**config.mk**
```make
export PLATFORM = sky130hd
export DESIGN_NAME = flip_sequencer
export DESIGN_NICKNAME = d
export VERILOG_FILES = /design/src/rtl/flip_pkg.sv /design/src/rtl/flip_sequencer_word_flip.sv /design/src/rtl/flip_sequencer.sv
export SDC_FILE = /design/constraint.sdc
export NUM_CORES = 1
export LEC_CHECK = 0
export ABC_CLOCK_PERIOD_IN_PS = 3100
export BUFFER_PORTS_ARGS = -buffer_cell sky130_fd_sc_hd__buf_2
export CORE_ASPECT_RATIO = 2
export CORE_UTILIZATION = 35
export DETAILED_ROUTE_END_ITERATION = 16
export MAX_ROUTING_LAYER = met4
export PLACE_DENSITY_LB_ADDON = 0.1
export SYNTH_ARGS = -nofsm -noshare
export SYNTH_HDL_FRONTEND = slang
export SYNTH_SLANG_ARGS = --single-unit
```
**constraint.sdc**
```tcl
create_clock -name clk -period 3.1 [get_ports clk]
set_clock_uncertainty 0.1 [all_clocks]
set_input_delay 0.62 -clock clk [delete_from_list [all_inputs] [get_ports clk]]
set_output_delay 0.62 -clock clk [all_outputs]
set_load 0.1 [all_outputs]
```
**src/rtl/flip_pkg.sv**
```systemverilog
// Shared definitions for the flip sequencer: sequencer state encoding and
// default lane geometry.
package flip_pkg;

   localparam int unsigned DATA_WIDTH_DEF = 8;
   localparam int unsigned WORD_BYTES_DEF = 2;

   typedef enum logic [2:0] {
      IDLE,
      ISSUE_RD,
      WAIT_RD,
      ISSUE_WR,
      WAIT_WR,
      NEXT,
      FINISH
   } state_t;

endpackage

```
**src/rtl/flip_sequencer_word_flip.sv**
```systemverilog
// Combinational word flip: byte-lane reversal, plus bit reversal inside each
// lane when FLIP_BITREV_EN is defined.
module word_flip #(
   parameter int unsigned DATA_WIDTH = 8,
   parameter int unsigned WORD_BYTES = 2
) (
   input  logic [WORD_BYTES*DATA_WIDTH-1:0] din,
   output logic [WORD_BYTES*DATA_WIDTH-1:0] dout
);

   for (genvar i = 0; i < WORD_BYTES; i++) begin : g_lane
      for (genvar b = 0; b < DATA_WIDTH; b++) begin : g_bit
`ifdef FLIP_BITREV_EN
         assign dout[i*DATA_WIDTH + b] =
            din[(WORD_BYTES-1-i)*DATA_WIDTH + (DATA_WIDTH-1-b)];
`else
         assign dout[i*DATA_WIDTH + b] = din[(WORD_BYTES-1-i)*DATA_WIDTH + b];
`endif
      end
   end

endmodule

```
**src/rtl/flip_sequencer.sv**
```systemverilog
// Block flip sequencer: reads words through an adapter, flips them with
// word_flip and writes them back in place. FLIP_BITREV_EN adds bit reversal.
module flip_sequencer
   import flip_pkg::*;
#(
   parameter int unsigned DATA_WIDTH = DATA_WIDTH_DEF,
   parameter int unsigned WORD_BYTES = WORD_BYTES_DEF
) (
   input  logic                             clk,
   input  logic                             rst_n,
   input  logic                             start,
   input  logic [7:0]                       start_addr,
   input  logic [7:0]                       num_words,
   output logic                             busy,
   output logic                             done,
   output logic [7:0]                       words_done,
   output logic                             st_read,
   output logic                             st_write,
   output logic [7:0]                       base_addr,
   output logic [WORD_BYTES*DATA_WIDTH-1:0] write_data,
   input  logic [WORD_BYTES*DATA_WIDTH-1:0] read_data,
   input  logic                             flip_ready,
   input  logic                             wrt_done
);

   localparam int unsigned WW        = WORD_BYTES*DATA_WIDTH;
   localparam logic [7:0]  ADDR_STEP = 8'(WORD_BYTES);

   state_t          state_q, state_d;
   logic            busy_q, busy_d;
   logic            done_q, done_d;
   logic            st_read_q, st_read_d;
   logic            st_write_q, st_write_d;
   logic [7:0]      base_addr_q, base_addr_d;
   logic [7:0]      words_done_q, words_done_d;
   logic [7:0]      remaining_q, remaining_d;
   logic [WW-1:0]   word_q, word_d;

   // Request strobes are raised on the transition into the issue states so
   // the registered strobe coincides exactly with ISSUE_RD / ISSUE_WR.
   always_comb begin
      state_d      = state_q;
      busy_d       = busy_q;
      done_d       = 1'b0;
      st_read_d    = 1'b0;
      st_write_d   = 1'b0;
      base_addr_d  = base_addr_q;
      words_done_d = words_done_q;
      remaining_d  = remaining_q;
      word_d       = word_q;
      unique case (state_q)
         IDLE: begin
            if (start && !busy_q) begin
               base_addr_d  = start_addr;
               remaining_d  = num_words;
               words_done_d = '0;
               busy_d       = 1'b1;
               if (num_words == '0) begin
                  state_d = FINISH;
               end else begin
                  state_d   = ISSUE_RD;
                  st_read_d = 1'b1;
               end
            end
         end
         ISSUE_RD: state_d = WAIT_RD;
         WAIT_RD: begin
            if (flip_ready) begin
               word_d     = read_data;
               state_d    = ISSUE_WR;
               st_write_d = 1'b1;
            end
         end
         ISSUE_WR: state_d = WAIT_WR;
         WAIT_WR: begin
            if (wrt_done) state_d = NEXT;
         end
         NEXT: begin
            words_done_d = words_done_q + 8'd1;
            remaining_d  = remaining_q - 8'd1;
            base_addr_d  = base_addr_q + ADDR_STEP;
            if (remaining_q != 8'd1) begin
               state_d   = ISSUE_RD;
               st_read_d = 1'b1;
            end else begin
               state_d = FINISH;
            end
         end
         FINISH: begin
            done_d  = 1'b1;
            busy_d  = 1'b0;
            state_d = IDLE;
         end
         default: state_d = IDLE;
      endcase
   end

   always_ff @(posedge clk or negedge rst_n) begin
      if (!rst_n) begin
         state_q      <= IDLE;
         busy_q       <= 1'b0;
         done_q       <= 1'b0;
         st_read_q    <= 1'b0;
         st_write_q   <= 1'b0;
         base_addr_q  <= '0;
         words_done_q <= '0;
         remaining_q  <= '0;
         word_q       <= '0;
      end else begin
         state_q      <= state_d;
         busy_q       <= busy_d;
         done_q       <= done_d;
         st_read_q    <= st_read_d;
         st_write_q   <= st_write_d;
         base_addr_q  <= base_addr_d;
         words_done_q <= words_done_d;
         remaining_q  <= remaining_d;
         word_q       <= word_d;
      end
   end

   // word_q only loads in WAIT_RD, so write_data is stable through WAIT_WR.
   word_flip #(
      .DATA_WIDTH (DATA_WIDTH),
      .WORD_BYTES (WORD_BYTES)
   ) u_word_flip (
      .din  (word_q),
      .dout (write_data)
   );

   assign busy       = busy_q;
   assign done       = done_q;
   assign st_read    = st_read_q;
   assign st_write   = st_write_q;
   assign base_addr  = base_addr_q;
   assign words_done = words_done_q;

endmodule

```
* Word level (Yosys, flattened, before mapping) *
Index checks and enable logic that the tools add are counted.

storage, ports and cells
  bits in registers = 47
  input port bits = 37
  output and inout port bits = 36
  logic and storage cells = 53

operators by class
  $add $sub $neg = 3
  equality and inequality tests = 10
  mux-type cells = 21
  reductions and logical operators = 10

operators with widths
  cell                   number
  $pmux W8 S2            3
  $mux W8                3
  $pmux W3 S6            1
  $mux W3                5
  $eq A3 B3 Y1 const B   3
  $add A8 B1 Y8 const B  1
  $add A8 B2 Y8 const B  1
  $logic_not A8 Y1       1
  $ne A8 B1 Y1 const B   1
  $sub A8 B1 Y8 const B  1
  $mux W1                7
  $eq A3 B2 Y1 const B   2
  $ne A2 B2 Y1 const B   3
  $reduce_and A2 Y1      3
  $pmux W1 S2            2
  $reduce_bool A2 Y1     2
  $eq A3 B1 Y1 const B   1
  $logic_not A3 Y1       1
  $reduce_and A3 Y1      1
  $logic_and A1 B1 Y1    1
  $logic_not A1 Y1       1

* Longest topological paths before layout *
  depth in word-level cells = 4
  mapped depth = 7
  depth with buffers taken out = 6

* Modules after synthesis *
From an unflattened synthesis, not the netlist that was laid out.

unflattened totals
  cells, all modules = 225
  area, all modules = 2,341.0 µm²

modules (own cells, without submodules)
  module          times used  cells an instance  area each (µm²)  sequential area each (µm²)
  flip_sequencer  1           209                2,220.9          1,176.1
  word_flip       1           16                 120.1            0.0

* Worst setup path before layout *
No wires, ideal clock.

  path type = flip-flop to flip-flop
  start = register base_addr_q[1] (netlist: base_addr[1])
  end = register base_addr_q[5] (netlist: base_addr[5])
  setup time = 101 ps
  data arrival time = 1,841 ps
  required time = 2,899 ps
  path slack = 1,058 ps
  stages on the path, launching flop included = 6
  path buffers = 0
  clock period less this slack = 2,042 ps
  cell sequence = dfrtp_1 ha_1 nand2_1 nor2_1 a211oi_1 a311oi_1

between the ends
  word-level cells in the longest chain between the ends = 2

ends and longest elaborated chain
  item                      line                   text
  start: declaration        flip_sequencer.sv:34   logic [7:0] base_addr_q, base_addr_d;
  start signal: assignment  flip_sequencer.sv:115  base_addr_q <= base_addr_d;
  $add A8 B2 Y8             flip_sequencer.sv:81   base_addr_d = base_addr_q + ADDR_STEP;
  $pmux W8 S2               flip_sequencer.sv:51   unique case (state_q)

Every way passes these cells.
A chain may end at the register's enable or synchronous reset.

* Worst setup path after layout *
  start = register state_q[0]
  end = register word_q[8]

between the ends
  word-level cells in the longest chain between the ends = 2

ends and longest elaborated chain
  item                                line                   text
  start: declaration                  flip_sequencer.sv:29   state_t state_q, state_d;
  start signal: assignment            flip_sequencer.sv:110  state_q <= state_d;
  $eq A3 B2 Y1                        flip_sequencer.sv:51
  $reduce_and A2 Y1 (no source line)  -
  end signal: assignment              flip_sequencer.sv:118  word_q <= word_d;
  end: declaration                    flip_sequencer.sv:37   logic [WW-1:0] word_q, word_d;

Every way passes these cells.

==> run_results.csv <==
group,metric,value,unit
clock_network,cts_sinks,47,
yosys,syn-num-nets,242,
clock_network,cts_hold_buf,0,
clock_network,cts_max_level,2,
final_layout,diodes,0,
place,placedInstanceArea,0.00261,mm2
timing,finalMaxSlewViolations,0,
timing,setup_ws,1.01,ns
drt,first_pass_iters,6,
drt,detail-route-antenna-nets,0,
yosys,synth_common_cells,"dfrtp_1, nor2_1, nand2_1",
yosys,netlist-cell-type-count,40,
yosys,yosys_warnings,0,
clock_network,path_clk_slew,0.07,ns
yosys,yosys-top-cells-area,"dfrtp_1, mux2_2, nor2_1",
worst_setup_path,cp.arrival,2.15,ns
clock_network,clockBufferDepth,2,
final_layout,multi_input_area,928,um2
floorplan,floorplan.initialDensity,36.6,%
worst_setup_path,critical_path.max_fanout,18,
timing,fin_crit,2.09,ns
final_layout,nets,313,
timing,slew_headroom,50.1,%
drt,drcViolationCount,0,
clock_network,post-cts-setup-buffers,0,
yosys,syn_avg_cell_area,11.0,um2
run_status,status,"finished, final reports clean",
timing,rsz0062_at_grt,"no",
yosys,synth-edff-count,0,
hold_path,holdCritPathClass,"input pin to asynchronous set/reset pin",
clock_network,insertion_delay,0.28,ns
yosys,yosysMostFrequentCell,"dfrtp_1",
final_layout,stdcell_area,0.00275,mm2
floorplan,dieWidth,58.3,um
floorplan,die_area,0.00667,mm2
global_routing,grt.total_usage,17.3,%
timing,worstMarginPinSlew,0.748,ns
yosys,ys_ff_latch,47,
final_layout,area_growth,24.2,%
floorplan,pin_count,73,
yosys,netlist_area,0.00222,mm2
global_routing,grt_pass1_vias,1721,
place,portBuffers,72,
place,gp_congestion,0.801,
yosys,synth_top_cell_area_share,53.1,%
global_routing,overflow,0,
worst_setup_path,crit_required,3.17,ns
floorplan,die_y,115,um
worst_setup_path,critical_path_class,"flop to flop",
drt,routedWlPerCell,14.1,um
clock_network,cts_tree,"built",
worst_setup_path,end_kind,"flop",
global_routing,grt_max_degree,26,
floorplan,fp.coreArea,0.00606,mm2
drt,via_count,1774,
drt,routed_via_density,4.97,
job,maxCapViolations,0,
drt,wl,5050,um
place,hpwlAfterDp,3780,um
yosys,synthCells,201,
yosys,yosysSeqAreaShare,53.1,%
worst_setup_path,cp-start-kind,"flop",
clock_network,cts_root_buf,"clkbuf_16",
timing,hold_viol_final,0,
floorplan,rows,40,
final_layout,final_layout_size_suffix_gt1_share,37.4,%
timing,setup_viol,0,
final_layout,final.fill_count,636,
yosys,async_reset_ff_share,100,%
global_routing,antenna_found_initial,0,
final_layout,seq_area,0.00118,mm2
timing,setup_tns,0,ns
global_routing,grt_pass1_wl,8540,um
yosys,yosys.area.top_type,"dfrtp_1",
clock_network,numCtsBuffers,5,
final_layout,final_util,45.5,%
timing,finalCritPeriodShare,67.3,%
worst_setup_path,r2r_slack,1.01,ns
clock_network,cts_resized,0,
place,dpl_worst_slack,0.885,ns
yosys,synth_ff_type,"dfrtp_1",
drt,drt_iter0_drc,54,
timing,fmax,480,MHz
[kinds of logic (layout without fill, tap and decap cells)]
kind of cell / Yosys count / in the layout / synth area share [%]
buffers and inverters: 16 / 88 / 5.03
DFF: 47 / 47 / 53.1
and+or+nand+nor: 71 / 71 / 16.2
AOI/OAI and AO/OA: 40 / 40 / 12.5
xor gates and xnor gates: 6 / 6 / 2.37
adders and majority gates: 4 / 4 / 2.26
muxes: 17 / 17 / 8.58
[area by class of cell]
class,instances,share of cell area (%)
Tap cell,84,3.82
Inverter,6,0.818
Clock inverter,3,0.727
Sequential cell,47,42.7
Clock buffer,5,4.55
Timing Repair Buffer,74,13.6
Multi-Input combinational cell,138,33.7
[flip-flops by register name, summed over array words and instances (netlist names)]
name,flops
word_q,16
state_q,3
remaining_q,8
st_read,1
busy,1
done,1
st_write,1
words_done,8
base_addr,8
[per-layer routing]
metal  vias up  part of all wire, %  global-route usage [%]
li1        864                    -                       -
met1       843                   40                    19.6
met2        61                   55                    30.6
met3         6                  3.8                    2.60
met4         0                  1.1                    5.24
met5         -                    0                       -
[critical path: stages, from the launching register on]
cell and delay (ns):
dfrtp_1 0.51, and2b_1 0.28, and3b_1 0.66, mux2_2 0.41
[cell usage in the layout (no fill, tap or decap), types with 2 or more instances in the layout]
| cell type | count |
|---|---|
| ha_1 | 4 |
| nor2_1 | 21 |
| buf_4 | 2 |
| nor3_1 | 5 |
| buf_2 | 72 |
| o21ai_0 | 10 |
| nand2_1 | 18 |
| a221o_1 | 2 |
| nand4_1 | 2 |
| clkinvlp_4 | 2 |
| inv_1 | 6 |
| mux2_2 | 16 |
| a311oi_1 | 4 |
| a21oi_1 | 10 |
| and2_1 | 4 |
| nand3_1 | 8 |
| nor4_1 | 2 |
| a211oi_1 | 4 |
| dfrtp_1 | 47 |
| and3b_1 | 2 |
| clkbuf_16 | 5 |
| xor2_1 | 6 |
| o22ai_1 | 2 |
| or4_1 | 2 |
[stage by stage]
step | cells | hold WS [ns]
6_report | 357 | 0.194
3_3_place_gp | 349 | 0.348
2_1_floorplan | 201 | 0.224
4_1_cts | 357 | 0.219
3_5_place_dp | 349 | 0.355
5_1_grt | 357 | 0.237
[worst paths after layout]
path	cells after the start	end	from
max in group asynchronous	2	words_done[3]	rst_n
min	1	st_write	rst_n
max reg2reg	3	word_q[8]	state_q[0]
min in group clk	2	base_addr[0]	base_addr[0]
min reg2reg	2	base_addr[0]	base_addr[0]
max	3	word_q[8]	state_q[0]
Power is not shown: default switching activity piles up to over one toggle a cycle in this logic, so the estimate is an artifact.
